**src/rtl/mips_ctrl_pkg.sv**
```systemverilog
// mips_ctrl_pkg: shared state, opcode, funct and ALU encodings for the multicycle MIPS controller
package mips_ctrl_pkg;
  typedef enum logic [3:0] {
    FETCH, DECODE, MEMADR, MEMREAD, MEMWB, MEMWRITE,
    EXECUTE, ALUWB, BRANCH, ADDIEX, ADDIWB, JUMP
  } state_t;
  localparam logic [5:0] OP_LW    = 6'h23;
  localparam logic [5:0] OP_SW    = 6'h2B;
  localparam logic [5:0] OP_RTYPE = 6'h00;
  localparam logic [5:0] OP_BEQ   = 6'h04;
  localparam logic [5:0] OP_ADDI  = 6'h08;
  localparam logic [5:0] OP_J     = 6'h02;
  localparam logic [5:0] F_ADD = 6'h20;
  localparam logic [5:0] F_SUB = 6'h22;
  localparam logic [5:0] F_AND = 6'h24;
  localparam logic [5:0] F_OR  = 6'h25;
  localparam logic [5:0] F_SLT = 6'h2A;
  localparam logic [1:0] ALUOP_ADD   = 2'b00;
  localparam logic [1:0] ALUOP_SUB   = 2'b01;
  localparam logic [1:0] ALUOP_FUNCT = 2'b10;
  localparam logic [2:0] ALU_AND = 3'b000;
  localparam logic [2:0] ALU_OR  = 3'b001;
  localparam logic [2:0] ALU_ADD = 3'b010;
  localparam logic [2:0] ALU_SUB = 3'b110;
  localparam logic [2:0] ALU_SLT = 3'b111;
endpackage

```
**src/rtl/multicycle_controller_alu_decoder.sv**
```systemverilog
// alu_decoder: maps ALUOp and funct to ALUControl; funct_valid flags a supported R-type funct
module alu_decoder
  import mips_ctrl_pkg::*;
(
  input  logic [1:0] alu_op_i,
  input  logic [5:0] funct_i,
  output logic [2:0] alu_control_o,
  output logic       funct_valid_o
);
  logic [2:0] r_ctl;
  always_comb begin
    r_ctl = ALU_ADD;
    funct_valid_o = 1'b1;
    case (funct_i)
      F_ADD:   r_ctl = ALU_ADD;
      F_SUB:   r_ctl = ALU_SUB;
      F_AND:   r_ctl = ALU_AND;
      F_OR:    r_ctl = ALU_OR;
      F_SLT:   r_ctl = ALU_SLT;
      default: funct_valid_o = 1'b0;
    endcase
    alu_control_o = alu_op_i == ALUOP_SUB ? ALU_SUB : alu_op_i == ALUOP_FUNCT ? r_ctl : ALU_ADD;
  end
endmodule

```
**src/rtl/multicycle_controller.sv**
```systemverilog
// multicycle_controller: Moore FSM sequencing the multicycle MIPS datapath
module multicycle_controller
  import mips_ctrl_pkg::*;
#(
  parameter int STATE_W = 4
) (
  input  logic               clk,
  input  logic               reset,
  input  logic [5:0]         op,
  input  logic [5:0]         funct,
  input  logic               zero,
  output logic               IorD,
  output logic               MemWrite,
  output logic               IRWrite,
  output logic               RegDst,
  output logic               MemtoReg,
  output logic               RegWrite,
  output logic               ALUSrcA,
  output logic [1:0]         ALUSrcB,
  output logic [2:0]         ALUControl,
  output logic [1:0]         PCSrc,
  output logic               PCEn,
  output logic [STATE_W-1:0] state
);
  state_t state_q, state_d;
  logic [1:0] alu_op;
  logic funct_valid, pc_write, branch, ir_write, reg_write, mem_write;
  always_ff @(posedge clk)
    state_q <= reset ? FETCH : state_d;
  assign alu_op = state_q == EXECUTE ? ALUOP_FUNCT : state_q == BRANCH ? ALUOP_SUB : ALUOP_ADD;
  alu_decoder u_alu_dec (
    .alu_op_i     (alu_op),
    .funct_i      (funct),
    .alu_control_o(ALUControl),
    .funct_valid_o(funct_valid)
  );
  always_comb begin
    state_d = FETCH;
    IorD = 1'b0;
    RegDst = 1'b0;
    MemtoReg = 1'b0;
    ALUSrcA = 1'b0;
    ALUSrcB = 2'b00;
    PCSrc = 2'b00;
    pc_write = 1'b0;
    branch = 1'b0;
    ir_write = 1'b0;
    reg_write = 1'b0;
    mem_write = 1'b0;
    case (state_q)
      FETCH: begin
        ALUSrcB = 2'b01;
        ir_write = 1'b1;
        pc_write = 1'b1;
        state_d = DECODE;
      end
      DECODE: begin
        ALUSrcB = 2'b11;
        state_d = (op == OP_LW || op == OP_SW) ? MEMADR :
                  op == OP_RTYPE ? EXECUTE :
                  op == OP_BEQ   ? BRANCH  :
                  op == OP_ADDI  ? ADDIEX  :
                  op == OP_J     ? JUMP    : FETCH;
      end
      MEMADR: begin
        ALUSrcA = 1'b1;
        ALUSrcB = 2'b10;
        state_d = op == OP_LW ? MEMREAD : MEMWRITE;
      end
      MEMREAD: begin
        IorD = 1'b1;
        state_d = MEMWB;
      end
      MEMWB: begin
        MemtoReg = 1'b1;
        reg_write = 1'b1;
      end
      MEMWRITE: begin
        IorD = 1'b1;
        mem_write = 1'b1;
      end
      EXECUTE: begin
        ALUSrcA = 1'b1;
        state_d = ALUWB;
      end
      ALUWB: begin
        RegDst = 1'b1;
        reg_write = funct_valid;
      end
      BRANCH: begin
        ALUSrcA = 1'b1;
        PCSrc = 2'b01;
        branch = 1'b1;
      end
      ADDIEX: begin
        ALUSrcA = 1'b1;
        ALUSrcB = 2'b10;
        state_d = ADDIWB;
      end
      ADDIWB: reg_write = 1'b1;
      JUMP: begin
        PCSrc = 2'b10;
        pc_write = 1'b1;
      end
      default: ;
    endcase
  end
  // Reset gates the strobes so an aborted instruction never commits anything.
  assign PCEn = ~reset & (pc_write | (branch & zero));
  assign IRWrite = ~reset & ir_write;
  assign RegWrite = ~reset & reg_write;
  assign MemWrite = ~reset & mem_write;
  assign state = STATE_W'(state_q);
endmodule

```
**config.mk**
```make
export PLATFORM = sky130hd
export DESIGN_NAME = multicycle_controller
export DESIGN_NICKNAME = d
export VERILOG_FILES = /design/src/rtl/mips_ctrl_pkg.sv /design/src/rtl/multicycle_controller_alu_decoder.sv /design/src/rtl/multicycle_controller.sv
export SDC_FILE = /design/constraint.sdc
export NUM_CORES = 1
export LEC_CHECK = 0
export ABC_AREA = 0
export BUFFER_PORTS_ARGS = -buffer_cell sky130_fd_sc_hd__buf_2
export CORE_MARGIN = 5
export CORE_UTILIZATION = 40
export DETAILED_ROUTE_END_ITERATION = 8
export PLACE_DENSITY = 0.76
export SYNTH_ARGS = -nofsm -noshare
export SYNTH_HDL_FRONTEND = slang
export SYNTH_SLANG_ARGS = --single-unit
```
**constraint.sdc**
```tcl
create_clock -name clk -period 1.5 [get_ports clk]
set_clock_uncertainty 0.2 [all_clocks]
set_input_delay 0.075 -clock clk [delete_from_list [all_inputs] [get_ports clk]]
set_output_delay 0.075 -clock clk [all_outputs]
set_load 0.005 [all_outputs]
```
==> impl_results.html <==
<table>
<tr><th>Metric</th><th>Value</th></tr>
<tr><th colspan="2">Placement</th></tr>
<tr><td>Number of input and output port buffers inserted</td><td>33</td></tr>
<tr><td>Global placement routability congestion</td><td>slightly above 0.8</td></tr>
<tr><td>Placed wire-length estimate</td><td>around 1400 um</td></tr>
<tr><td>Total instance count after detailed placement</td><td>126</td></tr>
<tr><th colspan="2">Finish</th></tr>
<tr><td>Non-filler cells, final</td><td>140</td></tr>
<tr><td>Largest register FFs</td><td>4</td></tr>
<tr><td>Area used by multi-input combinational logic</td><td>515 um2</td></tr>
<tr><td>Number of antenna cells inserted</td><td>0</td></tr>
<tr><td>Filler cell count in the final layout</td><td>107</td></tr>
<tr><td>Most common cell after layout, fill and taps aside</td><td>buf_2</td></tr>
<tr><td>Synth-to-Final Area Change</td><td>83.6%</td></tr>
<tr><td>Share of cells above drive strength 1</td><td>0.608</td></tr>
<tr><td>Storage element area</td><td>between 90 and 100 um2</td></tr>
<tr><td>Highest-count cells in the layout ignoring fill and taps</td><td>33 x buf_2, 12 x buf_4, 7 x nor2_1</td></tr>
<tr><td>Final net count</td><td>roughly 140</td></tr>
<tr><th colspan="2">Worst setup path</th></tr>
<tr><td>Minimum setup slack among reg-to-reg paths</td><td>-0.05 ns</td></tr>
<tr><td>Crit path capture</td><td>RegWrite</td></tr>
<tr><td>Launching element of the worst setup path</td><td>state[3]$_SDFF_PP0_</td></tr>
<tr><td>FF-to-FF End</td><td>state[3]$_SDFF_PP0_</td></tr>
<tr><td>Type of the setup path with the least slack</td><td>flop to output pin</td></tr>
<tr><td>Reg2reg start</td><td>state[3]$_SDFF_PP0_</td></tr>
<tr><td>Critical path arrival</td><td>between 1 and 1.5 ns</td></tr>
<tr><td>Highest fanout seen on the critical path</td><td>7</td></tr>
<tr><td>Count of cells along the worst register-to-register path</td><td>5</td></tr>
<tr><td>Critical path launch point type</td><td>flop</td></tr>
<tr><td>Setup crit end kind</td><td>output pin</td></tr>
<tr><td>Data required time at the worst endpoint</td><td>1.22 ns</td></tr>
<tr><th colspan="2">Floorplanning</th></tr>
<tr><td>Placeable core area</td><td>between 1000 and 1500 um2</td></tr>
<tr><td>IO Pins</td><td>34</td></tr>
<tr><td>Starting Density</td><td>0.421</td></tr>
<tr><td>Overall die area</td><td>between 2000 and 2500 um2</td></tr>
<tr><td>Horizontal die dimension</td><td>about 47 um</td></tr>
<tr><td>Count of standard-cell rows</td><td>13</td></tr>
<tr><td>Die extent in y</td><td>between 40 and 50 um</td></tr>
<tr><th colspan="2">Pwr</th></tr>
<tr><td>Switching Power</td><td>between 100 and 150 uW</td></tr>
<tr><td>Cell Pwr Density</td><td>~420 nW/um2</td></tr>
<tr><td>Clock power share</td><td>0.345</td></tr>
<tr><td>Internal cell power</td><td>approximately 280 uW</td></tr>
<tr><td>Largest voltage drop on the vdd net</td><td>about 580 uV</td></tr>
<tr><td>Switching fraction of total power</td><td>0.347</td></tr>
<tr><td>Comb power frac</td><td>0.397</td></tr>
<tr><td>Static leakage</td><td>0.000449 uW</td></tr>
<tr><td>Design Power</td><td>between 400 and 500 uW</td></tr>
<tr><td>Sequential group share of total power</td><td>0.258</td></tr>
<tr><th colspan="2">CTS</th></tr>
<tr><td>H-tree depth</td><td>1</td></tr>
<tr><td>TritonCTS buffer count</td><td>3</td></tr>
<tr><td>Clock tree from TritonCTS</td><td>built</td></tr>
<tr><td>Clock net sink count</td><td>4</td></tr>
<tr><td>Maximum clock insertion buffer count</td><td>2</td></tr>
<tr><td>Clock insertion delay at the later pin of the skew report</td><td>between 0.2 and 0.3 ns</td></tr>
<tr><td>Clock slew at the register clock pins of the worst setup and hold paths</td><td>0.05 ns</td></tr>
<tr><td>Root buffer cell</td><td>clkbuf_4</td></tr>
<tr><th colspan="2">Synthesis</th></tr>
<tr><td>Largest family of logic cells by synthesized area</td><td>simple AND/OR/NAND/NOR gates</td></tr>
<tr><td>Leading register cell type out of synthesis</td><td>dfxtp_1</td></tr>
<tr><td>Complex-gate fraction of the synthesized area</td><td>0.253</td></tr>
<tr><td>Post-synthesis adder-cell area fraction</td><td>0</td></tr>
<tr><td>Summed instance area of the synthesized netlist</td><td>about 550 um2</td></tr>
<tr><td>Simple-Gate Fraction of Synth Area</td><td>0.450</td></tr>
<tr><td>Biggest area contributors in the synthesized netlist</td><td>dfxtp_1 15%, a21oi_1 7.3%, nor2_1 5.5%</td></tr>
<tr><td>Proportion of register bits with asynchronous set or reset after synthesis</td><td>0</td></tr>
<tr><td>Proportion of synthesized chip area in sequential cells</td><td>0.146</td></tr>
<tr><td>Number of enable flip-flop cells after synthesis</td><td>0</td></tr>
<tr><td>Syn avg cell area</td><td>about 7.4 um2</td></tr>
<tr><td>Cell count after synthesis</td><td>74</td></tr>
<tr><td>Yosys top cell area share</td><td>0.146</td></tr>
<tr><td>Fraction of synthesized cell area in xor and xnor cells</td><td>0.0479</td></tr>
<tr><td>Cell accounting for the most synthesized area</td><td>dfxtp_1</td></tr>
<tr><td>Unique masters post-synth</td><td>37</td></tr>
<tr><td>Post-synthesis net count</td><td>between 80 and 90</td></tr>
<tr><td>Portion of netlist area occupied by mux cells</td><td>0.0365</td></tr>
<tr><td>Number of flip-flops and latches in the synthesized netlist</td><td>4</td></tr>
<tr><td>Synth Warn #</td><td>0</td></tr>
<tr><th colspan="2">GRT</th></tr>
<tr><td>Via count of the first global-routing pass</td><td>714</td></tr>
<tr><td>Aggregate global routing overflow</td><td>0</td></tr>
<tr><td>Maximum number of pins on one net before global-route repair</td><td>12</td></tr>
<tr><td>Global-route usage over all layers</td><td>0.195</td></tr>
<tr><td>Initial antenna violation count</td><td>0</td></tr>
<tr><td>Wire length of the first global-routing pass</td><td>approximately 3100 um</td></tr>
<tr><th colspan="2">Outcome</th></tr>
<tr><td>Failing checks</td><td>negative setup slack</td></tr>
<tr><td>Result of the run</td><td>finished, violations left</td></tr>
<tr><th colspan="2">Timing</th></tr>
<tr><td>Part of the cycle the worst path needs</td><td>1.11</td></tr>
<tr><td>Maximum achievable frequency</td><td>602 MHz</td></tr>
<tr><td>Unrepaired setup endpoints after global routing</td><td>yes</td></tr>
<tr><td>Final min period</td><td>roughly 1.7 ns</td></tr>
<tr><td>Transition at the pin with the smallest max-transition slack</td><td>0.362 ns</td></tr>
<tr><td>Final hold violation count</td><td>0</td></tr>
<tr><td>Number of max-slew violations in the final report</td><td>0</td></tr>
<tr><td>Worst setup margin</td><td>-0.160 ns</td></tr>
<tr><td>Worst rel slew slack</td><td>0.758</td></tr>
<tr><td>Final-report setup violation count</td><td>7</td></tr>
<tr><td>Setup total negative slack</td><td>-0.655 ns</td></tr>
<tr><th colspan="2">Worst hold path</th></tr>
<tr><td>Hold Crit Depth</td><td>4</td></tr>
<tr><td>Hold crit path type</td><td>input port to flop</td></tr>
<tr><th colspan="2">Run</th></tr>
<tr><td>Maximum Capacitance Violations</td><td>0</td></tr>
<tr><th colspan="2">Route</th></tr>
<tr><td>Antenna-violating nets left</td><td>0</td></tr>
<tr><td>Initial DRC Count</td><td>26</td></tr>
<tr><td>Ratio of routed vias to standard cells</td><td>around 5.6</td></tr>
<tr><td>Via count</td><td>~790</td></tr>
<tr><td>Number of search-and-repair iterations in the first detailed-routing pass</td><td>5</td></tr>
<tr><td>Post-route DRC violation count</td><td>0</td></tr>
<tr><td>Post-detailed-route wirelength per cell</td><td>15.5 um</td></tr>
<tr><td>DRT Wirelength</td><td>between 2000 and 2500 um</td></tr>
</table>
cell usage after synthesis, types with 2 or more instances:
master    number
a21o_1         2
a21oi_1        8
dfxtp_1        4
mux2i_1        2
nand2_1        6
nand2b_1       3
nand3_1        3
nor2_1         8
nor3_1         3
nor3b_1        4
o21ai_0        3
o31ai_1        2
xnor2_1        2
layer usage:
layer  track usage  wire length [um]
met5             0                 0
met4       0.00552                 0
met3        0.0690               207
met2         0.350              1160
met1         0.237               801
metrics by stage:
step	setup WS (ns)	hold WS, ns	instance area [um2]	utilization
detailed placement	-0.00115	0.199	779	0.599
CTS	-0.148	0.00271	925	0.711
finish	-0.160	0.00504	1010	0.773
global placement	0.0375	0.199	779	0.599
floorplan	0.103	-0.0201	548	-
global route	-0.233	0.0213	1010	0.773
critical path, stage by stage (launching register included):
cell	delay (ns)
dfxtp_4	0.36
nand2b_4	0.15
nor3_4	0.20
nand3_1	0.09
a211oi_1	0.19
buf_2	0.14
what timing repair did:
action	4_1_cts	5_1_grt
pin swaps	4	7
hold buffers	3	0
setup buffers	5	4
setup endpoints to repair	11	15
gates resized for setup	17	13
endpoints found under the hold margin	3	0
power by group through the flow:
stage / combinational, uW / sequential (uW) / clock [uW]
final: 170 / 110 / 147
after global routing: 183 / 111 / 154
after CTS: 145 / 115 / 137
after detailed placement: 127 / 119 / 0
after global placement: 123 / 119 / 0
after floorplan: 61.6 / 118 / 0
how the worst min path moves through the flow:
| stage | startpoint | to | slack (ns) |
|---|---|---|---|
| floorplan | reset | RegWrite | -0.02 |
| global placement | reset | state[1]$_SDFF_PP0_ | 0.20 |
| detailed placement | reset | state[1]$_SDFF_PP0_ | 0.20 |
| CTS | op[5] | state[2]$_SDFF_PP0_ | 0.003 |
| global route | op[4] | state[1]$_SDFF_PP0_ | 0.02 |
| finish | op[4] | state[1]$_SDFF_PP0_ | 0.005 |
cells by family (layout without fill, tap and decap cells):
logic type / after synthesis / count (layout)
multiplexers: 2 / 2
flip-flops: 4 / 4
AND/OR/NAND/NOR: 37 / 37
AO/OA/AOI/OAI: 22 / 22
buffers and inverters: 6 / 57
XOR/XNOR: 3 / 3
cell type report:
class,instances,area share
Inverter,1,0.00373
Clock buffer,3,0.0224
Timing Repair Buffer,53,0.348
Tap cell,15,0.0187
Sequential cell,4,0.0945
Multi-Input combinational cell,64,0.512
(Power assumes the default switching activity.)
